`src/rtl/instr_fetch_unit_pkg.sv`:
```
// rtl/instr_fetch_unit_pkg.sv - shared types and constants for the instruction fetch unit
// Contents:
//   INSTR_W, PC_STEP, NOP, DEFAULT_RESET_PC   fetch-wide constants
//   fetch_entry_t                              prefetch buffer entry {pc, instr}
//   fetch_state_t                              request tracker state
//   word_align()                               clears the byte-offset bits of an address
package instr_fetch_unit_pkg;

    localparam int          INSTR_W          = 32;
    localparam logic [31:0] PC_STEP          = 32'd4;
    localparam logic [31:0] NOP              = 32'h0000_0000;
    localparam logic [31:0] DEFAULT_RESET_PC = 32'h0000_0000;

    typedef struct packed {
        logic [31:0]        pc;
        logic [INSTR_W-1:0] instr;
    } fetch_entry_t;

    // FS_IDLE: no request outstanding
    // FS_BUSY: request outstanding, its word will be kept
    // FS_DROP: request outstanding, but a redirect has made its word stale
    typedef enum logic [1:0] {
        FS_IDLE = 2'd0,
        FS_BUSY = 2'd1,
        FS_DROP = 2'd2
    } fetch_state_t;

    function automatic logic [31:0] word_align(input logic [31:0] addr);
        return addr & ~(PC_STEP - 32'd1);
    endfunction

endpackage

```
`src/rtl/fetch_fifo.sv`:
```
// rtl/fetch_fifo.sv - prefetch buffer: synchronous push/pop/flush FIFO with occupancy count
// Ports:
//   clk, rst_n          clock, asynchronous active-low reset
//   push_i, push_data_i write an entry (ignored when full or flushing)
//   pop_i               retire the head entry (ignored when empty or flushing)
//   flush_i             empty the buffer; wins over push and pop on the same edge
//   head_data_o         oldest entry (meaningful only when !empty_o)
//   empty_o, count_o    occupancy status
module fetch_fifo #(
    parameter int DEPTH = 2,
    parameter int WIDTH = 64
) (
    input  logic                     clk,
    input  logic                     rst_n,
    input  logic                     push_i,
    input  logic [WIDTH-1:0]         push_data_i,
    input  logic                     pop_i,
    input  logic                     flush_i,
    output logic [WIDTH-1:0]         head_data_o,
    output logic                     empty_o,
    output logic [$clog2(DEPTH):0]   count_o
);

    localparam int PTR_W = $clog2(DEPTH);
    localparam int CNT_W = PTR_W + 1;

    logic [WIDTH-1:0] mem_q [DEPTH];
    logic [PTR_W-1:0] rd_ptr_q, rd_ptr_d;
    logic [PTR_W-1:0] wr_ptr_q, wr_ptr_d;
    logic [CNT_W-1:0] count_q, count_d;
    logic             do_push;
    logic             do_pop;

    assign do_push = push_i && (count_q != CNT_W'(DEPTH)) && !flush_i;
    assign do_pop  = pop_i  && (count_q != '0)            && !flush_i;

    // Pointers wrap naturally because DEPTH is a power of two.
    always_comb begin
        rd_ptr_d = rd_ptr_q;
        wr_ptr_d = wr_ptr_q;
        count_d  = count_q;
        if (flush_i) begin
            rd_ptr_d = '0;
            wr_ptr_d = '0;
            count_d  = '0;
        end else begin
            if (do_push) wr_ptr_d = wr_ptr_q + PTR_W'(1);
            if (do_pop)  rd_ptr_d = rd_ptr_q + PTR_W'(1);
            count_d = count_q + CNT_W'(do_push) - CNT_W'(do_pop);
        end
    end

    always_ff @(posedge clk or negedge rst_n) begin
        if (!rst_n) begin
            for (int i = 0; i < DEPTH; i++) mem_q[i] <= '0;
            rd_ptr_q <= '0;
            wr_ptr_q <= '0;
            count_q  <= '0;
        end else begin
            if (do_push) mem_q[wr_ptr_q] <= push_data_i;
            rd_ptr_q <= rd_ptr_d;
            wr_ptr_q <= wr_ptr_d;
            count_q  <= count_d;
        end
    end

    assign head_data_o = mem_q[rd_ptr_q];
    assign empty_o     = (count_q == '0);
    assign count_o     = count_q;

endmodule

```
`src/rtl/instr_fetch_unit.sv`:
```
// rtl/instr_fetch_unit.sv - fetch stage: PC, single-outstanding imem reads, prefetch buffer, redirect
// Ports:
//   clk, rst_n                     clock, asynchronous active-low reset
//   imem_req/imem_addr             read request, held stable until imem_ack
//   imem_ack/imem_rdata            read completion and returned word
//   redirect/redirect_pc           one-cycle restart of fetch at a new address
//   instr_valid/instr_ready        decode handshake on the buffer head
//   instr/instr_pc/instr_pc_plus4  head word, its address, address + 4
module instr_fetch_unit
    import instr_fetch_unit_pkg::*;
#(
    parameter logic [31:0] RESET_PC   = DEFAULT_RESET_PC,
    parameter int          FIFO_DEPTH = 2
) (
    input  logic                 clk,
    input  logic                 rst_n,
    output logic                 imem_req,
    output logic [31:0]          imem_addr,
    input  logic                 imem_ack,
    input  logic [INSTR_W-1:0]   imem_rdata,
    input  logic                 redirect,
    input  logic [31:0]          redirect_pc,
    output logic                 instr_valid,
    input  logic                 instr_ready,
    output logic [INSTR_W-1:0]   instr,
    output logic [31:0]          instr_pc,
    output logic [31:0]          instr_pc_plus4
);

    localparam int               CNT_W     = $clog2(FIFO_DEPTH) + 1;
    localparam logic [CNT_W-1:0] DEPTH_CNT = CNT_W'(FIFO_DEPTH);

    fetch_state_t state_q, state_d;
    logic [31:0]  fpc_q, fpc_d;      // address of the next word to be buffered
    logic [31:0]  addr_q, addr_d;    // address presented on imem_addr

    logic             accept;
    logic [31:0]      target;
    logic             fifo_push;
    logic             fifo_pop;
    logic             fifo_empty;
    logic [CNT_W-1:0] fifo_count;
    logic [CNT_W-1:0] count_after_push;
    fetch_entry_t     push_entry;
    fetch_entry_t     head_entry;

    assign accept = (state_q != FS_IDLE) && imem_ack;
    assign target = word_align(redirect_pc);

    // Occupancy once this edge's push and pop have both landed; a new request
    // is only launched back-to-back if its word is guaranteed a slot.
    assign count_after_push = fifo_count + CNT_W'(1) - CNT_W'(fifo_pop);

    assign push_entry = '{pc: fpc_q, instr: imem_rdata};

    always_comb begin
        state_d   = state_q;
        fpc_d     = fpc_q;
        addr_d    = addr_q;
        fifo_push = 1'b0;
        unique case (state_q)
            FS_IDLE: begin
                if (redirect) begin
                    fpc_d   = target;
                    addr_d  = target;
                    state_d = FS_BUSY;
                end else if (fifo_count < DEPTH_CNT) begin
                    addr_d  = fpc_q;
                    state_d = FS_BUSY;
                end
            end
            FS_BUSY: begin
                if (redirect) begin
                    fpc_d = target;
                    if (accept) begin
                        // Returning word belongs to the old path; fetch the target now.
                        addr_d  = target;
                        state_d = FS_BUSY;
                    end else begin
                        // Address must stay stable until the ack; remember to drop it.
                        state_d = FS_DROP;
                    end
                end else if (accept) begin
                    fifo_push = 1'b1;
                    fpc_d     = fpc_q + PC_STEP;
                    if (count_after_push < DEPTH_CNT) begin
                        addr_d  = fpc_q + PC_STEP;
                        state_d = FS_BUSY;
                    end else begin
                        state_d = FS_IDLE;
                    end
                end
            end
            FS_DROP: begin
                if (redirect) fpc_d = target;
                if (accept) begin
                    // Buffer was flushed by the redirect, so there is room.
                    addr_d  = redirect ? target : fpc_q;
                    state_d = FS_BUSY;
                end
            end
            default: begin
                state_d = FS_IDLE;
            end
        endcase
    end

    always_ff @(posedge clk or negedge rst_n) begin
        if (!rst_n) begin
            state_q <= FS_IDLE;
            fpc_q   <= RESET_PC;
            addr_q  <= RESET_PC;
        end else begin
            state_q <= state_d;
            fpc_q   <= fpc_d;
            addr_q  <= addr_d;
        end
    end

    assign fifo_pop = instr_valid && instr_ready;

    fetch_fifo #(
        .DEPTH (FIFO_DEPTH),
        .WIDTH ($bits(fetch_entry_t))
    ) u_fifo (
        .clk         (clk),
        .rst_n       (rst_n),
        .push_i      (fifo_push),
        .push_data_i (push_entry),
        .pop_i       (fifo_pop),
        .flush_i     (redirect),
        .head_data_o (head_entry),
        .empty_o     (fifo_empty),
        .count_o     (fifo_count)
    );

    assign imem_req  = (state_q != FS_IDLE);
    assign imem_addr = addr_q;

    // Head fields are forced to known values while empty so decode never sees stale data.
    assign instr_valid    = !fifo_empty;
    assign instr          = instr_valid ? head_entry.instr : NOP;
    assign instr_pc       = instr_valid ? head_entry.pc    : 32'h0;
    assign instr_pc_plus4 = instr_pc + PC_STEP;

endmodule

```
`config.mk`:
```
export PLATFORM = sky130hd
export DESIGN_NAME = instr_fetch_unit
export DESIGN_NICKNAME = d
export VERILOG_FILES = /design/src/rtl/instr_fetch_unit_pkg.sv /design/src/rtl/fetch_fifo.sv /design/src/rtl/instr_fetch_unit.sv
export SDC_FILE = /design/constraint.sdc
export NUM_CORES = 1
export LEC_CHECK = 0
export ABC_CLOCK_PERIOD_IN_PS = 2850
export BUFFER_PORTS_ARGS = -buffer_cell sky130_fd_sc_hd__buf_2
export CAP_MARGIN = 10
export CORE_ASPECT_RATIO = 1.75
export CORE_MARGIN = 4
export CORE_UTILIZATION = 54
export CTS_CLUSTER_DIAMETER = 150
export CTS_CLUSTER_SIZE = 8
export DETAILED_ROUTE_END_ITERATION = 10
export PLACE_DENSITY = 0.78
export SLEW_MARGIN = 20
export SYNTH_ARGS = -nofsm -noshare
export SYNTH_HDL_FRONTEND = slang
export SYNTH_SLANG_ARGS = --single-unit
```
`constraint.sdc`:
```
create_clock -name clk -period 2.85 [get_ports clk]
set_input_delay 0.1425 -clock clk [delete_from_list [all_inputs] [get_ports clk]]
set_output_delay 0.1425 -clock clk [all_outputs]
set_load 0.02 [all_outputs]
```
# [Yosys cells after proc, flatten, opt, wreduce, memory -nomap -nowiden]
# Cells that the tools add are included.
[word_totals] reg_bits=198 inputBits=69 output_inout_bits=130 elab_cells=88
[classes] n_addsub=8 magnitude_cmp=5 eq_ne=8 mux=36 n_bitwise=2 reduce_logical=21
[op_table] op="$mux W32" count=12
[op_table] op="$mux W64" count=4
[op_table] op="$bwmux W128" count=1
[op_table] op="$pmux W32 S3" count=1
[op_table] op="$add A32 B3 Y32 const B" count=2
[op_table] op="$demux W64 S1" count=1
[op_table] op="$pmux W32 S2" count=1
[op_table] op="$mux W2" count=7
[op_table] op="$reduce_bool A2 Y1" count=5
[op_table] op="$ne A3 B3 Y1 const B" count=3
[op_table] op="$mux W1" count=8
[op_table] op="$logic_and A1 B1 Y1" count=7
[op_table] op="$ne A2 B2 Y1 const B" count=3
[op_table] op="$pmux W2 S3" count=1
[op_table] op="$reduce_and A5 Y1" count=1
[op_table] op="$ge A2 B2 Y1 const B" count=2
[op_table] op="$logic_not A2 Y1" count=2
[op_table] op="$lt A2 B2 Y1 const B" count=2
[op_table] op="$not A1 Y2" count=2
[op_table] op="$sub A2 B1 Y2" count=2
[op_table] op="$reduce_and A3 Y1" count=1
[op_table] op="$reduce_bool A3 Y1" count=1
[op_table] op="$add A1 B1 Y1 const B" count=2
[op_table] op="$add A2 B1 Y2" count=1
[op_table] op="other kinds (7)" count=8

# [Longest topological paths before layout]
# Gate-level depths: netlist of the first run.
[logic_depth] ltp_word=10 mapped_depth=13 mapped_depth_nobuf=9

# [By module]
# Synthesis of the first run repeated with hierarchy kept, for this count alone.
[hier_totals] cells_unflattened=1105 hier_area_um2=11816.3
[by_module_without_submodules] mod="fetch_fifo" instances=1 cells_each=366 area_each_um2=6079.6 seq_area_each_um2=3303.2
[by_module_without_submodules] mod="instr_fetch_unit" instances=1 cells_each=739 area_each_um2=5736.8 seq_area_each_um2=1651.6

# [Least setup slack after synthesis of the first run]
# Ideal clock, no wire load.
[synth_timing] kind="register to output" from="register u_fifo.rd_ptr_q" to="output instr_pc_plus4[24]" t_arrival_ns=3.081 slack_ns=-0.374 stages_incl_launch_ff=13 n_path_buf=4 path_cell_list="dfrtp_1 -> buf_6 -> clkbuf_4 -> buf_2 -> mux2i_1 -> nor2_1 -> ha_1 -> o21ai_0 -> a21oi_1 -> nand4_1 -> or2_1 -> clkbuf_1 -> o31ai_1"
[synth_between] elab_chain_cells=6
[synth_rtl] item="start: declaration" line_no="fetch_fifo.sv:28" source="logic [PTR_W-1:0] rd_ptr_q, rd_ptr_d;"
[synth_rtl] item="start signal: assignment" line_no="fetch_fifo.sv:61" source="rd_ptr_q <= rd_ptr_d;"
[synth_rtl] item="$not A1 Y2 (implied by the code)" line_no="fetch_fifo.sv:67" source="assign head_data_o = mem_q[rd_ptr_q];"
[synth_rtl] item="$mux W64 (implied by the code) (3 in a row)" line_no="fetch_fifo.sv:67"
[synth_rtl] item="$mux W32" line_no="instr_fetch_unit.sv:143" source="assign instr_pc = instr_valid ? head_entry.pc : 32'h0;"
[synth_rtl] item="via instr_pc[2]" line_no="instr_fetch_unit.sv:26" source="output logic [31:0] instr_pc,"
[synth_rtl] item="$add A32 B3 Y32" line_no="instr_fetch_unit.sv:144" source="assign instr_pc_plus4 = instr_pc + PC_STEP;"
[synth_rtl] item="end: declaration" line_no="instr_fetch_unit.sv:27" source="output logic [31:0] instr_pc_plus4"
# The timed path passes the listed nets, and every way through them passes these cells. The select of a mux whose other input is x is not followed.

# [Final worst setup path of the first run]
[layout_timing] from="register u_fifo.rd_ptr_q" to="output instr_pc_plus4[21]"
[layout_between] elab_chain_cells=6
[layout_rtl] item="$not A1 Y2 (implied by the code)" line_no="fetch_fifo.sv:67"
[layout_rtl] item="$mux W64 (implied by the code) (3 in a row)" line_no="fetch_fifo.sv:67"
[layout_rtl] item="$mux W32" line_no="instr_fetch_unit.sv:143"
[layout_rtl] item="$add A32 B3 Y32" line_no="instr_fetch_unit.sv:144"
# Every way passes these cells. The select of a mux whose other input is x is not followed.

==> flow_summary.toml, run 1 <==
[status]
status = "finished, violations left"
violations = "negative setup slack"

[global_routing]
overflow = 0
grt_max_degree = 77
grt_pass1_vias = 9795
antenna_found_initial = 0
grt_usage_pct = 26.9
grt_pass1_wl_um = 49200

[setup_path]
required_ns = 2.71
crit_type = "reg -> out"
crit_arrival_ns = 2.97
endpoint_kind = "output port"
startpoint_type = "flip-flop"
path_max_fanout = 5

[sta]
slew_headroom_pct = 57.9
drv_slew = 0
setup_slack_ns = -0.265
fmax_ghz = 0.321
rsz0062_at_grt = "yes"
period_minus_slack_ns = 3.12
finClkSkew_ns = 0.00530
finalHoldViolCount = 0
finalSetupViolations = 15
period_share_pct = 109
tightest_slew_ns = 0.631

[finish]
seq_area_um2 = 4960
drive_gt1_share_pct = 35.5
fillers = 1501
fin_nets = 1416
n_antenna_cell = 0
area_growth_pct = 26.2
multi_input_area_um2 = 5950
final_area_um2 = 14100
fin_util_pct = 69.3

[floorplanning]
die_area_um2 = 23100
rows = 69
die_h_um = 198
io_pins = 199
initial_core_util_pct = 54.9
die_x_um = 117
core_um2 = 20300

[placement]
detailedPlace.worstSlack_ns = 0.198
port_buffers = 196
place_area_um2 = 12500
dpl.hpwl_um = 21600
place_congestion = 0.938

[route]
dr.pass1.iters = 5
viasPerCell = 6.01
drc = 0
postRouteAntennaNets = 0
routed_wl_um = 31400
routedWlPerCell_um = 19.6
vias = 9640
drt_iter0_markers = 690

[pwr]
power_frac_seq_pct = 32.5
pwr-share-clk_pct = 14.7
p_int_mw = 9.16
vdd_drop_max_v = 0.000734
pwr-share-comb_pct = 52.8
leakagePower_nw = 6.25
swShare_pct = 44.6
power.density_nw_per_um2 = 1180
switching_power_mw = 7.37

[flow_run]
max-cap-violations = 0

[cts]
tritoncts.num_buffers = 17
insertion_delay_ns = 0.44
clk_root_buffer_cell = "clkbuf_16"
cts.sinks = 198
cts_buffer_depth = 2
path_clk_slew_ns = 0.07
cts_tree = "built"
cts-htree-levels = 4

[yosys]
synthTopCellsByCount = "dfrtp_1 (198), mux2_2 (119), nor2_1 (117)"
syn_nets = 1181
synth_seq_cells = 198
ys.flop_type = "dfrtp_1"
yosysMostFrequentCell = "dfrtp_1"
synth_async_sr_flop_share_pct = 100
synth_area_leaders = "dfrtp_1 (44%), mux2_2 (12%), mux2i_1 (7.2%), nor2_1 (3.9%), nand2_1 (2.9%)"
synth-seq-area-share_pct = 44.5
yosys_warnings = 0
yosys.cell_types.count = 75
synth_top_area_share_pct = 44.5
syn_inst = 1108
synth_enable_flop_cells = 0
syn_area_per_cell_um2 = 10.1
netlist_area_um2 = 11100
yosys.area.top_type = "dfrtp_1"

[worst_hold_path]
min_path_type = "in -> reg"
## registers in the layout, indices dropped and copies added, names as in the netlist
| name | count |
|---|---|
| fpc_q | 32 |
| imem_addr | 32 |
| state_q | 2 |
| u_fifo.count_o | 2 |
| u_fifo.mem_q | 128 |
| u_fifo.rd_ptr_q | 1 |
| u_fifo.wr_ptr_q | 1 |
## worst max-delay path, stage by stage, from the launching register on
cell and delay, ns:
dfrtp_4 0.51, buf_12 0.16, buf_12 0.13, mux2i_4 0.19, nor3_2 0.19, buf_4 0.18, nand4_4 0.14, buf_4 0.18
nor3_4 0.14, or3b_4 0.42, xnor2_2 0.14, buf_4 0.16
## per-stage QoR
step	cells	power, mW	hold slack (ns)	TNS (ns)
floorplan	1108	10.7	-0.153	-0.0140
finish	1604	16.5	0.0153	-1.49
global route	1604	17.5	0.0286	-2.78
CTS	1592	16.2	0.00112	-0.550
detailed placement	1507	13.2	0.116	0
global placement	1507	13.0	0.115	0
## power by group through the flow
stage	logic, mW	registers (mW)	clock network, mW
floorplan	5.69	5.04	0
global placement	7.72	5.26	0
detailed placement	7.87	5.35	0
CTS	8.39	5.30	2.47
global route	9.38	5.53	2.58
finish	8.73	5.37	2.43
## cell usage in the layout (no fill, tap or decap), types with 6 or more instances in the layout
master         count
clkbuf_16         17
buf_12             7
xnor2_1           20
buf_6              7
a31oi_1           10
nand2b_1           8
nand3b_1           6
a211oi_1           8
mux2_2           119
o21ai_0           55
buf_4             72
nor2_1           111
a21o_1             6
o32ai_1            6
nor2b_1            9
o211ai_1           6
nand3_1           32
buf_2            177
o22ai_1           12
nor4_1             8
and3_1             8
xor2_1            10
a21oi_1           54
dfrtp_1          197
inv_1             23
mux2i_1           75
dlygate4sd3_1     35
nand4_1           10
nor3_1            13
mux2_1            10
nand2_1           82
## per-layer routing
layer  up-vias  wire [um]  global-route usage [%]
met3        89       1730                    3.67
met4         0       1450                    14.8
li1       4448          -                       -
met1      4712      12000                    31.5
met5         -          0                       0
met2       391      16300                    46.9
## worst paths after layout
kind | end | slack (ns) | cells past startpoint | startpoint
worst max-delay path | instr_pc_plus4[21] | -0.27 | 11 | u_fifo.rd_ptr_q$_DFFE_PN0P_
worst min-delay path | fpc_q[2]$_DFFE_PN0P_ | 0.02 | 3 | redirect_pc[2]
worst max register to register | imem_addr[31]$_DFFE_PN0P_ | 0.36 | 6 | fpc_q[14]$_DFFE_PN0P_
worst min register to register | imem_addr[11]$_DFFE_PN0P_ | 0.48 | 1 | imem_addr[11]$_DFFE_PN0P_
max in group asynchronous | u_fifo.mem_q[91]$_DFFE_PN0P_ | 1.90 | 3 | rst_n
min in group asynchronous | fpc_q[28]$_DFFE_PN0P_ | 0.20 | 2 | rst_n
## kinds of logic after synthesis
family | share of synthesized area [%]
compound gates | 12.2
xor+xnor | 2.75
fa+ha+maj | 0.449
buf+inv | 4.49
flops | 44.5
mux | 20.2
simple gates | 15.4
## area by class of cell
type,count,area share [%]
Clock buffer,22,3.37
Sequential cell,198,35.3
Tap cell,248,2.21
Clock inverter,10,0.872
Timing Repair Buffer,304,15.3
Multi-Input combinational cell,797,42.4
Inverter,25,0.667
## timing repair
| item | 4_1_cts | 5_1_grt |
|---|---|---|
| gates cloned | 3 | 0 |
| hold buffers | 35 | 0 |
| gates resized for setup | 31 | 44 |
| endpoints found under the hold margin | 111 | 0 |
| pin swaps | 12 | 23 |
| endpoints found under the setup margin | 17 | 19 |
| buffers inserted | 15 | 13 |
Note: power is estimated with default switching activity, not from simulation.
==> inputs of run 2 (changes only) <==
- CORE_UTILIZATION: 54 -> 40
- PLACE_DENSITY: 0.78 -> unset
==> flow_summary.toml, run 2 (same netlist as run 1, synthesis figures left out) <==
[status]
status = "finished, violations left"
violations = "negative setup slack"

[cts]
clk_root_buffer_cell = "clkbuf_16"
cts-htree-levels = 4
tritoncts.num_buffers = 17
insertion_delay_ns = 0.45
cts_buffer_depth = 2
cts_tree = "built"
path_clk_slew_ns = 0.07
cts.sinks = 198

[finish]
largest_reg_flops = 128
seq_area_um2 = 4960
top_register = "u_fifo.mem_q"
fillers = 2563
layout_commonest_cell = "dfrtp_1"
layout_common_cells = "dfrtp_1 (197), buf_2 (179), mux2_2 (119)"
area_growth_pct = 27.1
layout.cells.non_filler = 1731
drive_gt1_share_pct = 34.8
multi_input_area_um2 = 5880
fin_nets = 1421
final_area_um2 = 14200

[sta]
rsz0062_at_grt = "yes"
period_share_pct = 104
period_minus_slack_ns = 2.96
finClkSkew_ns = 0.0106
hold_ws_ns = 0.0314
slew_headroom_pct = 58.0
tightest_slew_ns = 0.630
finalSetupViolations = 8
finalHoldViolCount = 0
drv_slew = 0
setup_slack_ns = -0.112
fmax_ghz = 0.338

[placement]
dpl.hpwl_um = 23200
dp.cells = 1635
place_area_um2 = 12700
place_congestion = 0.856
port_buffers = 196
detailedPlace.worstSlack_ns = 0.199

[pwr]
vdd_drop_max_v = 0.000572
pwr-share-comb_pct = 53.0
leakagePower_nw = 6.25
switching_power_mw = 7.33
power.density_nw_per_um2 = 1160
pwr-share-clk_pct = 14.6
p_int_mw = 9.05
power_frac_seq_pct = 32.4
fin_total_pwr_mw = 16.4
swShare_pct = 44.8

[setup_path]
crit_chain = "buf_4 -> buf_4 -> mux2i_2 -> nor3_2 -> buf_4 -> nand4_1 -> buf_6 -> buf_6 -> and4bb_2 -> xor2_1 -> buf_4"
required_ns = 2.71
cp-startpoint = "u_fifo.rd_ptr_q$_DFFE_PN0P_"
startpoint_type = "flip-flop"
critPathMaxStageDelay_ns = 0.50
crit-reg2reg-launch = "fpc_q[15]$_DFFE_PN0P_"
crit_family = "buffers and inverters"
endpoint_kind = "output port"
crit_buf_inv = 6
cp_common_cell = "buf_4"
path_max_fanout = 4
critPathSlowestCell = "dfrtp_4"
crit_arrival_ns = 2.82
crit_type = "reg -> out"

[route]
routed_wl_um = 32900
drt_iter0_markers = 568
drc = 0
vias = 9467
dr.pass1.iters = 6
postRouteAntennaNets = 0
viasPerCell = 5.47
routedWlPerCell_um = 19.0

[worst_hold_path]
min_from = "redirect_pc[12]"
min_path_type = "in -> reg"

[global_routing]
grt_pass1_wl_um = 52200
grt_usage_pct = 21.4
antenna_found_initial = 1
overflow = 0
grt_pass1_vias = 9689
grt_max_degree = 77

[floorplanning]
io_pins = 199
die_h_um = 229
die_x_um = 134
core_um2 = 27300
die_area_um2 = 30700
rows = 80
initial_core_util_pct = 40.8

[flow_run]
max-cap-violations = 0
==> run 2: changes by cell type in the layout (fill, tap and decap cells not counted), sizes merged <==
| cell | delta |
|---|---|
| clkinv | +1 |
| diode | +1 |
| inv | +1 |
| bufbuf | -1 |
| dlygate4sd3 | +6 |
| clkinvlp | -1 |
| bufinv | -1 |
==> run 2: cell type report <==
type / count / area share, %
Multi-Input combinational cell: 797 / 41.5
Sequential cell: 198 / 35.0
Timing Repair Buffer: 309 / 15.4
Clock buffer: 22 / 3.42
Tap cell: 369 / 3.26
Clock inverter: 10 / 0.672
Inverter: 25 / 0.663
Antenna cell: 1 / 0.0177
==> run 2: worst register-to-register path: cells and delay by family (launching register included) <==
family          cells  cell delay (ns)
flops               1             0.59
simple gates        3             1.18
compound gates      2             0.55
==> run 2: per-stage QoR <==
| step | utilization (%) | setup TNS (ns) |
|---|---|---|
| global route | 51.8 | -2.06 |
| detailed placement | 46.5 | 0 |
| floorplan | - | -0.0140 |
| CTS | 51.6 | -0.460 |
| global placement | 46.5 | 0 |
| finish | 51.8 | -0.429 |
==> run 2: path summary, 6_finish.rpt <==
path	end	slack, ns	cells after the start
max reg2reg	imem_addr[25]$_DFFE_PN0P_	0.43	5
max	instr_pc_plus4[30]	-0.11	11
min reg2reg	imem_addr[11]$_DFFE_PN0P_	0.48	1
min	fpc_q[12]$_DFFE_PN0P_	0.03	3
max in group asynchronous	imem_addr[5]$_DFFE_PN0P_	1.85	3
min in group asynchronous	imem_addr[30]$_DFFE_PN0P_	0.21	2
==> run 2: repair_timing <==
action | CTS | global route
cloned | 3 | 0
endpoints found under the hold margin | 130 | 0
endpoints found under the setup margin | 18 | 18
hold buffers | 41 | 0
pin swaps | 22 | 12
gates resized for setup | 36 | 14
setup buffers | 18 | 1
==> run 2: power by group through the flow <==
stage / logic (mW) / clock network (mW) / registers (mW)
finish: 8.68 / 2.39 / 5.31
global route: 9.37 / 2.56 / 5.51
CTS: 8.68 / 2.46 / 5.28
detailed placement: 8.11 / 0 / 5.34
global placement: 8.02 / 0 / 5.26
floorplan: 5.69 / 0 / 5.04
==> run 2: routing by layer <==
metal  vias to the layer above  share of wire (%)  wire (um)  GRT usage, %
met5                         -                  0          0             0
met4                         0                3.9       1280          10.4
met3                        67                3.9       1290          2.86
met2                       265                 53      17400          38.4
met1                      4688                 39      12900          24.9
li1                       4447                  -          -             -
